<file path="config.mk">
export PLATFORM = sky130hd
export DESIGN_NAME = fpu_fpl_div
export DESIGN_NICKNAME = d
export VERILOG_FILES = /design/src/rtl/fpu_fpl_pkg.sv /design/src/rtl/fpu_fpl_div.sv
export SDC_FILE = /design/constraint.sdc
export NUM_CORES = 1
export LEC_CHECK = 0
export CELL_PAD_IN_SITES_DETAIL_PLACEMENT = 1
export CELL_PAD_IN_SITES_GLOBAL_PLACEMENT = 1
export CORE_ASPECT_RATIO = 2
export CORE_MARGIN = 2
export CORE_UTILIZATION = 41
export DETAILED_ROUTE_END_ITERATION = 8
export GPL_ROUTABILITY_DRIVEN = 0
export PLACE_DENSITY = 0.77
export SETUP_SLACK_MARGIN = 0.15
export SKIP_LAST_GASP = 1
export SLEW_MARGIN = 25
export SYNTH_ARGS = -nofsm -noshare
export SYNTH_HDL_FRONTEND = slang
export SYNTH_SLANG_ARGS = --single-unit
</file>
<file path="constraint.sdc">
create_clock -name clk -period 4.15 [get_ports clk]
set_clock_uncertainty 0.2 [all_clocks]
set_input_delay 0.83 -clock clk [delete_from_list [all_inputs] [get_ports clk]]
set_output_delay 0.83 -clock clk [all_outputs]
set_load 0.01 [all_outputs]
</file>
<file path="src/rtl/fpu_fpl_pkg.sv">
// Shared constants and types for the low-precision FPU blocks (multiplier and divider).
// The operand format is the IEEE single layout. Only fraction bits [22:7] carry information.
`timescale 1ns/1ps
package fpu_fpl_pkg;

  localparam int unsigned FPL_BIAS   = 127;
  localparam int unsigned FPL_FRAC_W = 16;
  localparam int unsigned FPL_EXP_W  = 10;              // signed working exponent width
  localparam int unsigned FPL_MANT_W = FPL_FRAC_W + 1;  // mantissa with hidden one
  localparam int unsigned FPL_Q_W    = FPL_MANT_W + 1;  // quotient / remainder width
  localparam int unsigned FPL_ITER   = FPL_Q_W;         // one quotient bit per iteration
  localparam int unsigned FPL_CNT_W  = 5;

  localparam logic [30:0] FPL_INF = 31'h7F80_0000;

  typedef enum logic [1:0] {
    IDLE = 2'd0,
    DIV  = 2'd1,
    PACK = 2'd2
  } fpl_state_e;

endpackage

</file>
<file path="src/rtl/fpu_fpl_div.sv">
// Low-precision single-precision divider. It uses an iterative restoring mantissa divide
// and has a fixed 19-cycle latency from the accept edge to the pack edge.
// Ports:
//   clk, reset_n   rising-edge clock, asynchronous active-low reset
//   enable         start request, sampled only while idle
//   srca, srcb     dividend / divisor (sign, exp[30:23], frac[22:7]; [6:0] ignored)
//   dst            quotient, held until the next result; dst[6:0] is always 0
//   busy           high from the accept edge until the pack edge
//   done           one-cycle pulse when dst is updated
`timescale 1ns/1ps
module fpu_fpl_div
  import fpu_fpl_pkg::*;
(
  input  logic        clk,
  input  logic        reset_n,
  input  logic        enable,
  input  logic [31:0] srca,
  input  logic [31:0] srcb,
  output logic [31:0] dst,
  output logic        busy,
  output logic        done
);

  fpl_state_e                  state;
  logic [FPL_CNT_W-1:0]        count;
  logic [FPL_Q_W-1:0]          r;
  logic [FPL_Q_W-1:0]          q;
  logic [FPL_MANT_W-1:0]       b_mant;
  logic [FPL_EXP_W-1:0]        exa;
  logic [FPL_EXP_W-1:0]        exb;
  logic                        sgnc;

  // Operand bits below the significant fraction are intentionally ignored
  logic unused_low_bits;
  assign unused_low_bits = &{1'b0, srca[6:0], srcb[6:0]};

  // Restoring divide step: compare, conditionally subtract, then shift the remainder
  logic [FPL_Q_W-1:0] b_ext_c;
  logic               q_bit_c;
  logic [FPL_Q_W-1:0] r_sel_c;
  logic [FPL_Q_W-1:0] r_next_c;

  always_comb begin
    b_ext_c  = {1'b0, b_mant};
    q_bit_c  = (r >= b_ext_c);
    r_sel_c  = q_bit_c ? (r - b_ext_c) : r;
    // The remainder is below B < 2^17 here, so dropping the MSB on the shift loses nothing
    r_next_c = {r_sel_c[FPL_Q_W-2:0], 1'b0};
  end

  // Normalize the quotient and select the packed result, including the special cases
  logic [FPL_EXP_W-1:0]  exc_c;
  logic [FPL_FRAC_W-1:0] frac_c;
  logic [31:0]           result_c;

  always_comb begin
    if (q[FPL_Q_W-1]) begin
      frac_c = q[FPL_Q_W-2:1];
      exc_c  = exa - exb + FPL_EXP_W'(FPL_BIAS);
    end else begin
      frac_c = q[FPL_FRAC_W-1:0];
      exc_c  = exa - exb + FPL_EXP_W'(FPL_BIAS - 1);
    end

    if (exb == '0) begin
      result_c = {sgnc, FPL_INF};                       // divide by zero
    end else if (exa == '0) begin
      result_c = 32'h0;                                 // zero / denormal dividend
    end else if (exa == FPL_EXP_W'(255)) begin
      result_c = {sgnc, FPL_INF};
    end else if (exb == FPL_EXP_W'(255)) begin
      result_c = 32'h0;
    end else if (exc_c[FPL_EXP_W-1]) begin
      result_c = 32'h0;                                 // underflow
    end else if (exc_c[FPL_EXP_W-2]) begin
      result_c = {sgnc, FPL_INF};                       // overflow
    end else begin
      result_c = {sgnc, exc_c[7:0], frac_c, 7'b0};
    end
  end

  // Control FSM and datapath registers
  always_ff @(posedge clk or negedge reset_n) begin
    if (!reset_n) begin
      state  <= IDLE;
      count  <= '0;
      r      <= '0;
      q      <= '0;
      b_mant <= '0;
      exa    <= '0;
      exb    <= '0;
      sgnc   <= 1'b0;
      dst    <= 32'h0;
      busy   <= 1'b0;
      done   <= 1'b0;
    end else begin
      case (state)
        IDLE: begin
          done <= 1'b0;
          if (enable) begin
            sgnc   <= srca[31] ^ srcb[31];
            exa    <= {2'b00, srca[30:23]};
            exb    <= {2'b00, srcb[30:23]};
            r      <= {2'b01, srca[22:7]};
            b_mant <= {1'b1, srcb[22:7]};
            q      <= '0;
            count  <= FPL_CNT_W'(FPL_ITER);
            busy   <= 1'b1;
            state  <= DIV;
          end
        end
        DIV: begin
          r     <= r_next_c;
          q     <= {q[FPL_Q_W-2:0], q_bit_c};
          count <= count - FPL_CNT_W'(1);
          if (count == FPL_CNT_W'(1)) begin
            state <= PACK;
          end
        end
        PACK: begin
          dst   <= result_c;
          done  <= 1'b1;
          busy  <= 1'b0;
          state <= IDLE;
        end
        default: begin
          state <= IDLE;
        end
      endcase
    end
  end

endmodule

</file>
After elaboration in Yosys (flattened, before gate mapping). Index checks and enable logic that the tools add are counted.

Input port bits: 67. Register bits: 111. Logic and storage cells: 55.

Equal/unequal tests: 7. Bitwise logic cells: 1. Magnitude comparators: 1. Add/subtract/negate cells: 5. Reductions and logical operators: 9. Multiplexer cells: 21.

Operator list (number): 2-to-1 mux 32 bit (5); case mux 18 bit (2 select lines) (2); 2-to-1 mux 18 bit (2); 2-to-1 mux 31 bit (1); logical NOT 10 bit (2); greater-or-equal comparator 18 x 17 -> 1 bit (1); 2-to-1 mux 17 bit (1); subtractor 17 bit (1); equality test 8 bit, second input constant (2); 2-to-1 mux 16 bit (1); adder 10 x 7 -> 10 bit, second input constant (1); adder 9 x 8 -> 10 bit, second input constant (1); 2-to-1 mux 10 bit (1); case mux 5 bit (2 select lines) (1); subtractor 8 x 8 -> 9 bit (1); AND reduction 2 bit (4); equality test 5 x 1 -> 1 bit, second input constant (1); 2-to-1 mux 5 bit (1); subtractor 5 x 1 -> 5 bit, second input constant (1); 2-to-1 mux 2 bit (2); inequality test 2 bit, second input constant (2); case mux 1 bit (2 select lines) (2); case mux 2 bit (2 select lines) (1); nonzero test 2 bit (2); 5 further kinds (5).

Longest topological paths before layout. Gate-level depths: netlist (run 1).

Word-level depth: 9. Mapped depth: 15. Gate-level depth less buffers: 14.

Worst setup path after synthesis (run 1). Ideal clock, no wire load.

Path kind: reg-to-reg. From: register exa[1]. To: register dst[29]. Path buffers: 1. Cell stages (with the launch flop): 15. Library setup time: 0.126 ns. Arrival: 3.165 ns. Path slack: 0.659 ns. Data required time: 3.824 ns. Cell sequence: dfrtp_1 ha_1 nor2b_4 or3_1 nand2_1 ha_1 nor4b_1 nand2_1 mux2i_1 o22ai_1 maj3_2 o31a_1 buf_6 nor2b_1 a221o_1.

Longest elaborated chain between the ends: 9. Elaborated cells on any way between the ends: 12. Those cells by class: add/sub: 3; eq/ne: 1; mux: 7; reduce/logical: 1.

RTL lines: from (decl) (RTL line fpu_fpl_div.sv:29) `logic [FPL_EXP_W-1:0] exa;`; from (signal assigned) (RTL line fpu_fpl_div.sv:102) `exa <= {2'b00, srca[30:23]};`; subtractor 8 x 8 -> 9 bit (RTL line fpu_fpl_div.sv:59, fpu_fpl_div.sv:62); adder 10 x 7 -> 10 bit or adder 9 x 8 -> 10 bit (tied branches) (RTL line fpu_fpl_div.sv:59, fpu_fpl_div.sv:62); 2-to-1 mux 10 bit (RTL line fpu_fpl_div.sv:57) `if (q[FPL_Q_W-1]) begin`; 2-to-1 mux 31 bit (RTL line fpu_fpl_div.sv:75) `end else if (exc_c[FPL_EXP_W-2]) begin`; 2-to-1 mux 32 bit (RTL line fpu_fpl_div.sv:73) `end else if (exc_c[FPL_EXP_W-1]) begin`; 2-to-1 mux 32 bit (RTL line fpu_fpl_div.sv:71) `end else if (exb == FPL_EXP_W'(255)) begin`; 2-to-1 mux 32 bit (RTL line fpu_fpl_div.sv:69) `end else if (exa == FPL_EXP_W'(255)) begin`; 2-to-1 mux 32 bit (*) (RTL line fpu_fpl_div.sv:67) `end else if (exa == '0) begin`; 2-to-1 mux 32 bit (*) (RTL line fpu_fpl_div.sv:65) `if (exb == '0) begin`; to (signal assigned) (RTL line fpu_fpl_div.sv:121) `dst <= result_c;`; to (decl) (RTL line fpu_fpl_div.sv:19) `output logic [31:0] dst,`.

Mark *: on every way between the ends. The rest lies on a longest branch, timed or not. A chain may end at the register's enable or synchronous reset.

Worst setup path after layout (run 1).
From: register exb[1]. To: register dst[29].

Longest elaborated chain between the ends: 9. Elaborated cells on any way between the ends: 12. Those cells by class: add/sub: 3; eq/ne: 1; mux: 7; reduce/logical: 1.

RTL lines: from (decl) (RTL line fpu_fpl_div.sv:30) `logic [FPL_EXP_W-1:0] exb;`; from (signal assigned) (RTL line fpu_fpl_div.sv:103) `exb <= {2'b00, srcb[30:23]};`; subtractor 8 x 8 -> 9 bit (RTL line fpu_fpl_div.sv:59, fpu_fpl_div.sv:62); adder 10 x 7 -> 10 bit or adder 9 x 8 -> 10 bit (tied branches) (RTL line fpu_fpl_div.sv:59, fpu_fpl_div.sv:62); 2-to-1 mux 10 bit (RTL line fpu_fpl_div.sv:57); 2-to-1 mux 31 bit (RTL line fpu_fpl_div.sv:75); 2-to-1 mux 32 bit (RTL line fpu_fpl_div.sv:73); 2-to-1 mux 32 bit (RTL line fpu_fpl_div.sv:71); 2-to-1 mux 32 bit (RTL line fpu_fpl_div.sv:69); 2-to-1 mux 32 bit (RTL line fpu_fpl_div.sv:67); 2-to-1 mux 32 bit (*) (RTL line fpu_fpl_div.sv:65).

Marked as above.

==> Flow_metrics.wiki, run 1 <==
{| class="wikitable"
! Metric !! Value
|-
| Leakage Power || 3.16 nW
|-
| CP delay by family, top || compound AO/OA/AOI/OAI gates
|-
| Fin. max-slew vios || 0
|-
| Synth-to-Final Area Change || 20.7%
|-
| Die Span X || 89.4 um
|-
| Clock tree from TritonCTS || yes
|-
| Total power consumption of the routed design || 6.78 mW
|-
| Seq/Total Area, Yosys || 0.436
|-
| Final critical-path share of the clock period || 0.908
|-
| Global-route usage over all layers || 0.220
|-
| Root buffer selected by CTS || clkbuf_16
|-
| Slowest cell delay on critical path || about 0.38 ns
|-
| Average instance area after synthesis || 9.05 sq um
|-
| Post-detailed-route DRC marker count || 0
|-
| Unrepaired setup endpoints after global routing || false
|-
| Hold_buf cts || 0
|-
| Final routed wire length divided by cell count || 17.3 um
|-
| Core Footprint || between 10,000 and 15,000 sq um
|-
| Highest Clock Rate || between 200 and 300 MHz
|-
| Clock sink count || about 100
|-
| Clock Tree Buf Depth || 2
|-
| Effective utilization at floorplan || 0.418
|-
| Final std cells w/o fill || 924
|-
| Final net count || 826
|-
| Mapped Area || 5970 sq um
|-
| Synth area leader || dfrtp_1
|-
| Maximum net fanout on the critical path || 10
|-
| Setup TNS Final || 0 ns
|-
| Worst slack, placed || 0.291 ns
|-
| Master of the slowest instance on the critical path || dfrtp_1
|-
| Number of cells traversed by the worst hold path || 2
|-
| Power per cell area || 940 nW/um^2
|-
| Worst-margin pin slew || 0.778 ns
|-
| Required time of the critical path || 4.17 ns
|-
| Cells along the critical path || inv_1 -> ha_1 -> nor2b_4 -> o21ai_0 -> nand2_2 -> ha_1 -> nand3b_1 -> nand4_1 -> mux2i_1 -> o22ai_1 -> maj3_2 -> o31a_2 -> nor2b_1 -> a221o_1
|-
| Total congestion overflow after global routing || 0
|-
| Number of cells in the design after placement || 908
|-
| Number of cells on the critical path || 14
|-
| Clock buffer count from CTS || 9
|-
| Clock-pin slew reported for the worst setup and hold paths after clock tree synthesis || 0.08 ns
|-
| Top-Level Pins || around 100
|-
| Share of the synthesized area in the top cell type || 0.436
|-
| Detailed-route via count || 5,023
|-
| Worst-case headroom to the max-slew limit || 0.481
|-
| Vias per cell || 5.44
|-
| 1st-pass router iterations || 4
|-
| Primary flip-flop cell chosen by synthesis mapping || dfrtp_1
|-
| Final Routed Wirelength || 16.0 mm
|-
| Ratio of cells with drive above 1 in the final layout || 0.0669
|-
| Share of synthesized registers carrying an async set or reset || 1.00
|-
| Peak VDD IR || 420 uV
|-
| Area of the die || 15,600 sq um
|-
| Mapped Cells || 660
|-
| Buffers on Ports || just under 80
|-
| Count of inserted antenna diode cells || 0
|-
| Cells resized by post-CTS repair || 0
|-
| Maximum Capacitance Violations || 0
|-
| Synth unique cells || 61
|-
| Crit Path Class || flop to flop
|-
| Filler instances || 1,693
|-
| Total setup violations reported at the end of the flow || 0
|-
| Initial antenna violation count || 0
|-
| Iteration-0 DRC count of the detailed router || 177
|-
| Cell repeated most along the worst path || ha_1
|-
| Kind of path behind the tightest hold check || flop to flop
|-
| Die height || ~170 um
|-
| Via count of the first global-routing pass || 5,569
|-
| Sort of element at the end of the critical path || flop
|-
| Post-CTS setup buffer count || 0
|-
| Number of placement rows || between 60 and 70
|-
| Number of cells traversed by the worst register-to-register path || 14
|-
| Cell types with the largest area share after synthesis || dfrtp_1, nand2_1, ha_1, mux2i_1, o21ai_0
|-
| Endpoint arrival time on the critical path || about 3.8 ns
|-
| Number of synthesized flops with an enable pin || 0
|-
| Worst path setup slack after routing || 0.380 ns
|-
| Outcome || completed
|-
| Total number of H-tree levels || 3
|-
| Wire length of the first global-routing pass || between 20 and 30 mm
|-
| Number of buffers and inverters on the critical path || 1
|-
| Register bit count reported by yosys || 104
|-
| Final Critical Period || ~3.8 ns
|-
| Number of antenna-violating nets in the routed design || 0
|-
| Detailed-placement wirelength estimate || roughly 12 mm
|-
| Largest net degree at the start of global routing || 52
|-
| Clock latency on the worst-skew pair || 0.34 ns
|-
| Critical Path Start Type || flop
|-
| Synth warn || 0
|-
| Count of final hold-check violations || 0
|}
-- sequential cells by signal, indices dropped and copies added, names as in the netlist --
| register | flops |
|---|---|
| dst | 25 |
| q | 18 |
| count | 5 |
| busy | 1 |
| state | 2 |
| r | 18 |
| exa | 8 |
| sgnc | 1 |
| b_mant | 17 |
| done | 1 |
| exb | 8 |
-- cells in the final DEF, fill, tap and decap left out, drive strengths merged, types with 4 or more instances in the layout --
master / netlist / routed
clkdlybuf4s50: 0 / 78
nand3b: 4 / 4
nand2b: 6 / 6
nand3: 18 / 18
a221o: 4 / 4
a21oi: 17 / 17
nor2: 17 / 17
mux2i: 35 / 35
ha: 31 / 31
dfrtp: 104 / 104
nand4: 9 / 9
buf: 17 / 11
nor3: 12 / 12
and3: 5 / 5
a31oi: 5 / 5
xor2: 9 / 9
clkbuf: 22 / 9
xnor2: 15 / 15
nand2: 144 / 144
inv: 34 / 38
o211ai: 14 / 14
nor4: 4 / 4
o21ai: 75 / 75
conb: 1 / 7
a21o: 7 / 7
a22o: 8 / 8
nor2b: 7 / 7
-- power by group --
group	total [mW]	internal, mW	switching [mW]	leakage (nW)
logic	4.14	1.81	2.33	1.69
clock network	0.842	0.422	0.420	0.144
registers	1.79	1.46	0.336	1.32
total	6.78	3.69	3.09	3.16
-- per-stage QoR --
stage	utilization	cell area (sq um)	hold WS (ns)
after floorplan	-	6000	0.218
after CTS	0.504	7200	0.285
after global routing	0.505	7210	0.309
final	0.505	7210	0.274
after detailed placement	0.484	6910	0.266
after global placement	0.484	6910	0.241
-- cell usage after synthesis (all sizes together), types with 2 or more instances --
cell,n
ha,31
clkbuf,22
a211oi,3
nor2,17
nand2b,6
nand4,9
xor2,9
a22o,8
nor2b,7
o21a,3
and3,5
a221o,4
o21ai,75
inv,34
a31oi,5
a21oi,17
a21o,7
o2111ai,3
nor4b,2
buf,17
o31ai,2
nor3,12
nand2,144
nor4,4
nand3,18
o211ai,14
mux2i,35
xnor2,15
or2,3
or3,2
nand3b,4
dfrtp,104
mux2,2
-- cell type report --
type,instances,area [sq um],area share
Timing Repair Buffer,89,863,0.120
Tap cell,192,240,0.0333
Multi-Input combinational cell,489,3090,0.429
Clock buffer,9,225,0.0312
Sequential cell,104,2600,0.361
Inverter,34,128,0.0177
Clock inverter,7,62.6,0.00867
-- path summary, 6_finish.rpt --
check                        endpoint       start  slack (ns)
setup reg to reg              dst[29]      exb[1]        0.38
setup / recovery              dst[29]      exb[1]        0.38
hold / removal             b_mant[16]  b_mant[16]        0.27
hold reg to reg            b_mant[16]  b_mant[16]        0.27
max in group asynchronous      exa[1]     reset_n        2.57
min in group asynchronous     dst[14]     reset_n        0.31
-- metal layers --
layer	wire length [um]	track usage	vias to the layer above
met5	0	0	-
met4	484	0.0908	0
met3	283	0.0246	23
met2	9430	0.423	85
met1	5770	0.227	2515
li1	-	-	2400
-- worst reg2reg max path, cell delays in order, from the launching register on --
cell and delay [ns]:
dfrtp_1 0.38, inv_1 0.08, ha_1 0.32, nor2b_4 0.15
o21ai_0 0.30, nand2_2 0.15, ha_1 0.23, nand3b_1 0.19
nand4_1 0.13, mux2i_1 0.20, o22ai_1 0.16, maj3_2 0.35
o31a_2 0.38, nor2b_1 0.17, a221o_1 0.28
-- kinds of logic after synthesis --
group,share of synthesized area
and+or+nand+nor,0.179
AOI/OAI and AO/OA,0.162
DFF,0.436
buffers and inverters,0.0549
muxes,0.0624
adders and majority gates,0.0702
xor gates and xnor gates,0.0352
other,0.000628
No activity file was read; power rests on OpenSTA's default activity.
==> run 2, diff against run 1 <==
CORE_UTILIZATION = 32   (was 41)
PLACE_DENSITY = 0.62   (was 0.77)
SKIP_LAST_GASP = not set   (was 1)
==> run 2 against run 1 <==
First-iteration DRC count decreased by 27%. Largest power group unchanged. Cell area grew 0.42%. Global-route usage decreased by 4.8 points. Worst hold slack lost 0.025 ns. Flip-flop and latch count unchanged. Routed wire length is 1.8% higher. Setup slack improved by 0.032 ns. Combinational power shrank 1%. Maximum frequency is 0.85% higher. Final cell count up 2.7%. Die area up 27%. Highest routed layer unchanged.
==> Flow_metrics.wiki, run 2 (synthesized netlist as in run 1, its figures left out) <==
{| class="wikitable"
! Metric !! Value
|-
| Kind of path behind the tightest hold check || flop to flop
|-
| Sort of element at the end of the critical path || flop
|-
| Area of the die || approximately 20,000 sq um
|-
| Total number of H-tree levels || 3
|-
| Final Routed Wirelength || 16.3 mm
|-
| Global-route usage over all layers || 0.172
|-
| Maximum net fanout on the critical path || 10
|-
| Leakage Power || about 3.2 nW
|-
| Ratio of cells with drive above 1 in the final layout || 0.0641
|-
| 1st-pass router iterations || 4
|-
| Power per cell area || 925 nW/um^2
|-
| Registers with the highest flip-flop counts || dst (25), q (18), r (18)
|-
| Final critical-path share of the clock period || 0.901
|-
| Setup TNS Final || 0 ns
|-
| Worst-case headroom to the max-slew limit || 0.415
|-
| Die Span X || 101 um
|-
| Met2 WL || 9.32 mm
|-
| Vias per cell || 5.27
|-
| Wire length of the first global-routing pass || 26.7 mm
|-
| Final routed wire length divided by cell count || between 15 and 20 um
|-
| Highest-count cells in the layout ignoring fill and taps || nand2_1, dfrtp_1, clkdlybuf4s50_1
|-
| Number of cells in the design after placement || 933
|-
| Clock Tree Buf Depth || 2
|-
| Worst slack, placed || about 0.3 ns
|-
| Count of inserted antenna diode cells || 0
|-
| Root buffer selected by CTS || clkbuf_16
|-
| Detailed-route via count || 4,997
|-
| Worst hold slack || 0.248 ns
|-
| Metal1 wirelength || ~6 mm
|-
| Max reg flops || 25
|-
| Count of final hold-check violations || 0
|-
| Clock sink count || 104
|-
| Crit Path Class || flop to flop
|-
| Top-Level Pins || around 100
|-
| Worst-margin pin slew || ~0.88 ns
|-
| Endpoint arrival time on the critical path || 3.77 ns
|-
| Number of antenna-violating nets in the routed design || 0
|-
| Clock tree from TritonCTS || yes
|-
| Highest Clock Rate || 268 MHz
|-
| Most common cell after layout, fill and taps aside || nand2_1
|-
| Outcome || completed
|-
| Clock-pin slew reported for the worst setup and hold paths after clock tree synthesis || 0.07 ns
|-
| Worst path setup slack after routing || a little over 0.4 ns
|-
| Effective utilization at floorplan || 0.326
|-
| Buffers on Ports || approximately 80
|-
| Total setup violations reported at the end of the flow || 0
|-
| Filler instances || 2,138
|-
| Total congestion overflow after global routing || 0
|-
| Maximum Capacitance Violations || 0
|-
| Number of placement rows || 70
|-
| Peak VDD IR || roughly 340 uV
|-
| Fin. max-slew vios || 0
|-
| Initial antenna violation count || 0
|-
| Final net count || 827
|-
| Detailed-placement wirelength estimate || ~12 mm
|-
| Clock buffer count from CTS || 9
|-
| Iteration-0 DRC count of the detailed router || 130
|-
| Final Critical Period || between 3 and 4 ns
|-
| Final std cells w/o fill || roughly 950
|-
| Post-detailed-route DRC marker count || 0
|-
| DR WL met3 || around 380 um
|-
| Synth-to-Final Area Change || 21.2%
|-
| Highest routed metal layer || met4
|-
| Clock latency on the worst-skew pair || 0.35 ns
|-
| Via count of the first global-routing pass || 5,439
|-
| Core Footprint || around 18,000 sq um
|-
| Required time of the critical path || around 4.2 ns
|-
| Register bank with the most flops || dst
|-
| Die height || between 150 and 200 um
|-
| Critical Path Start Type || flop
|-
| Largest net degree at the start of global routing || 66
|-
| Unrepaired setup endpoints after global routing || false
|}
-- run 2: through the flow --
step | util | power [mW] | cell area [sq um]
global route | 0.396 | 7.34 | 7240
global placement | 0.380 | 5.77 | 6960
finish | 0.396 | 6.70 | 7240
floorplan | - | 4.84 | 6000
detailed placement | 0.380 | 5.94 | 6960
CTS | 0.395 | 6.80 | 7230
-- run 2: final timing paths --
check,slack (ns),endpoint,from,depth (start not counted)
worst max-delay path,0.41,dst[29],exb[1],14
worst min-delay path,0.25,b_mant[16],b_mant[16],2
worst max register to register,0.41,dst[29],exb[1],14
worst min register to register,0.25,b_mant[16],b_mant[16],2
max in group asynchronous,2.61,count[4],reset_n,2
min in group asynchronous,0.40,b_mant[6],reset_n,1
-- run 2: report_power, final --
part | internal (mW) | leakage (nW) | switching [mW]
logic | 1.81 | 1.70 | 2.29
clock network | 0.410 | 0.133 | 0.402
registers | 1.46 | 1.32 | 0.333
-- run 2: critical path, stage by stage (launching register included) --
cell and delay, ns:
dfrtp_1 0.39, inv_1 0.08, ha_1 0.32, nor2b_4 0.15
or3_1 0.36, nand2_2 0.14, ha_1 0.22, nor4b_2 0.21
nand2_1 0.08, mux2i_1 0.16, o22ai_1 0.15, maj3_2 0.35
o31a_2 0.38, nor2b_1 0.16, a221o_1 0.27
-- run 2: layer usage --
metal,up-vias,track usage
met5,-,0
met4,0,0.0797
met3,29,0.0258
met2,83,0.332
met1,2479,0.173
li1,2406,-
-- run 2: area by class of cell --
cell class	count	area [sq um]	area share
timing repair buffer	90	883	0.122
sequential	104	2600	0.359
tap	216	270	0.0373
clock inverter	6	43.8	0.00605
clock buffer	10	229	0.0316
inverter	34	128	0.0176
multi-input combinational	489	3090	0.426
-- run 2: timing repair --
| action | CTS | global route |
|---|---|---|
| setup endpoints to repair | 0 | 1 |
| resized for setup | 0 | 4 |
| buffers inserted | 0 | 0 |
| hold buffers | 0 | 0 |
| endpoints found under the hold margin | 0 | 0 |
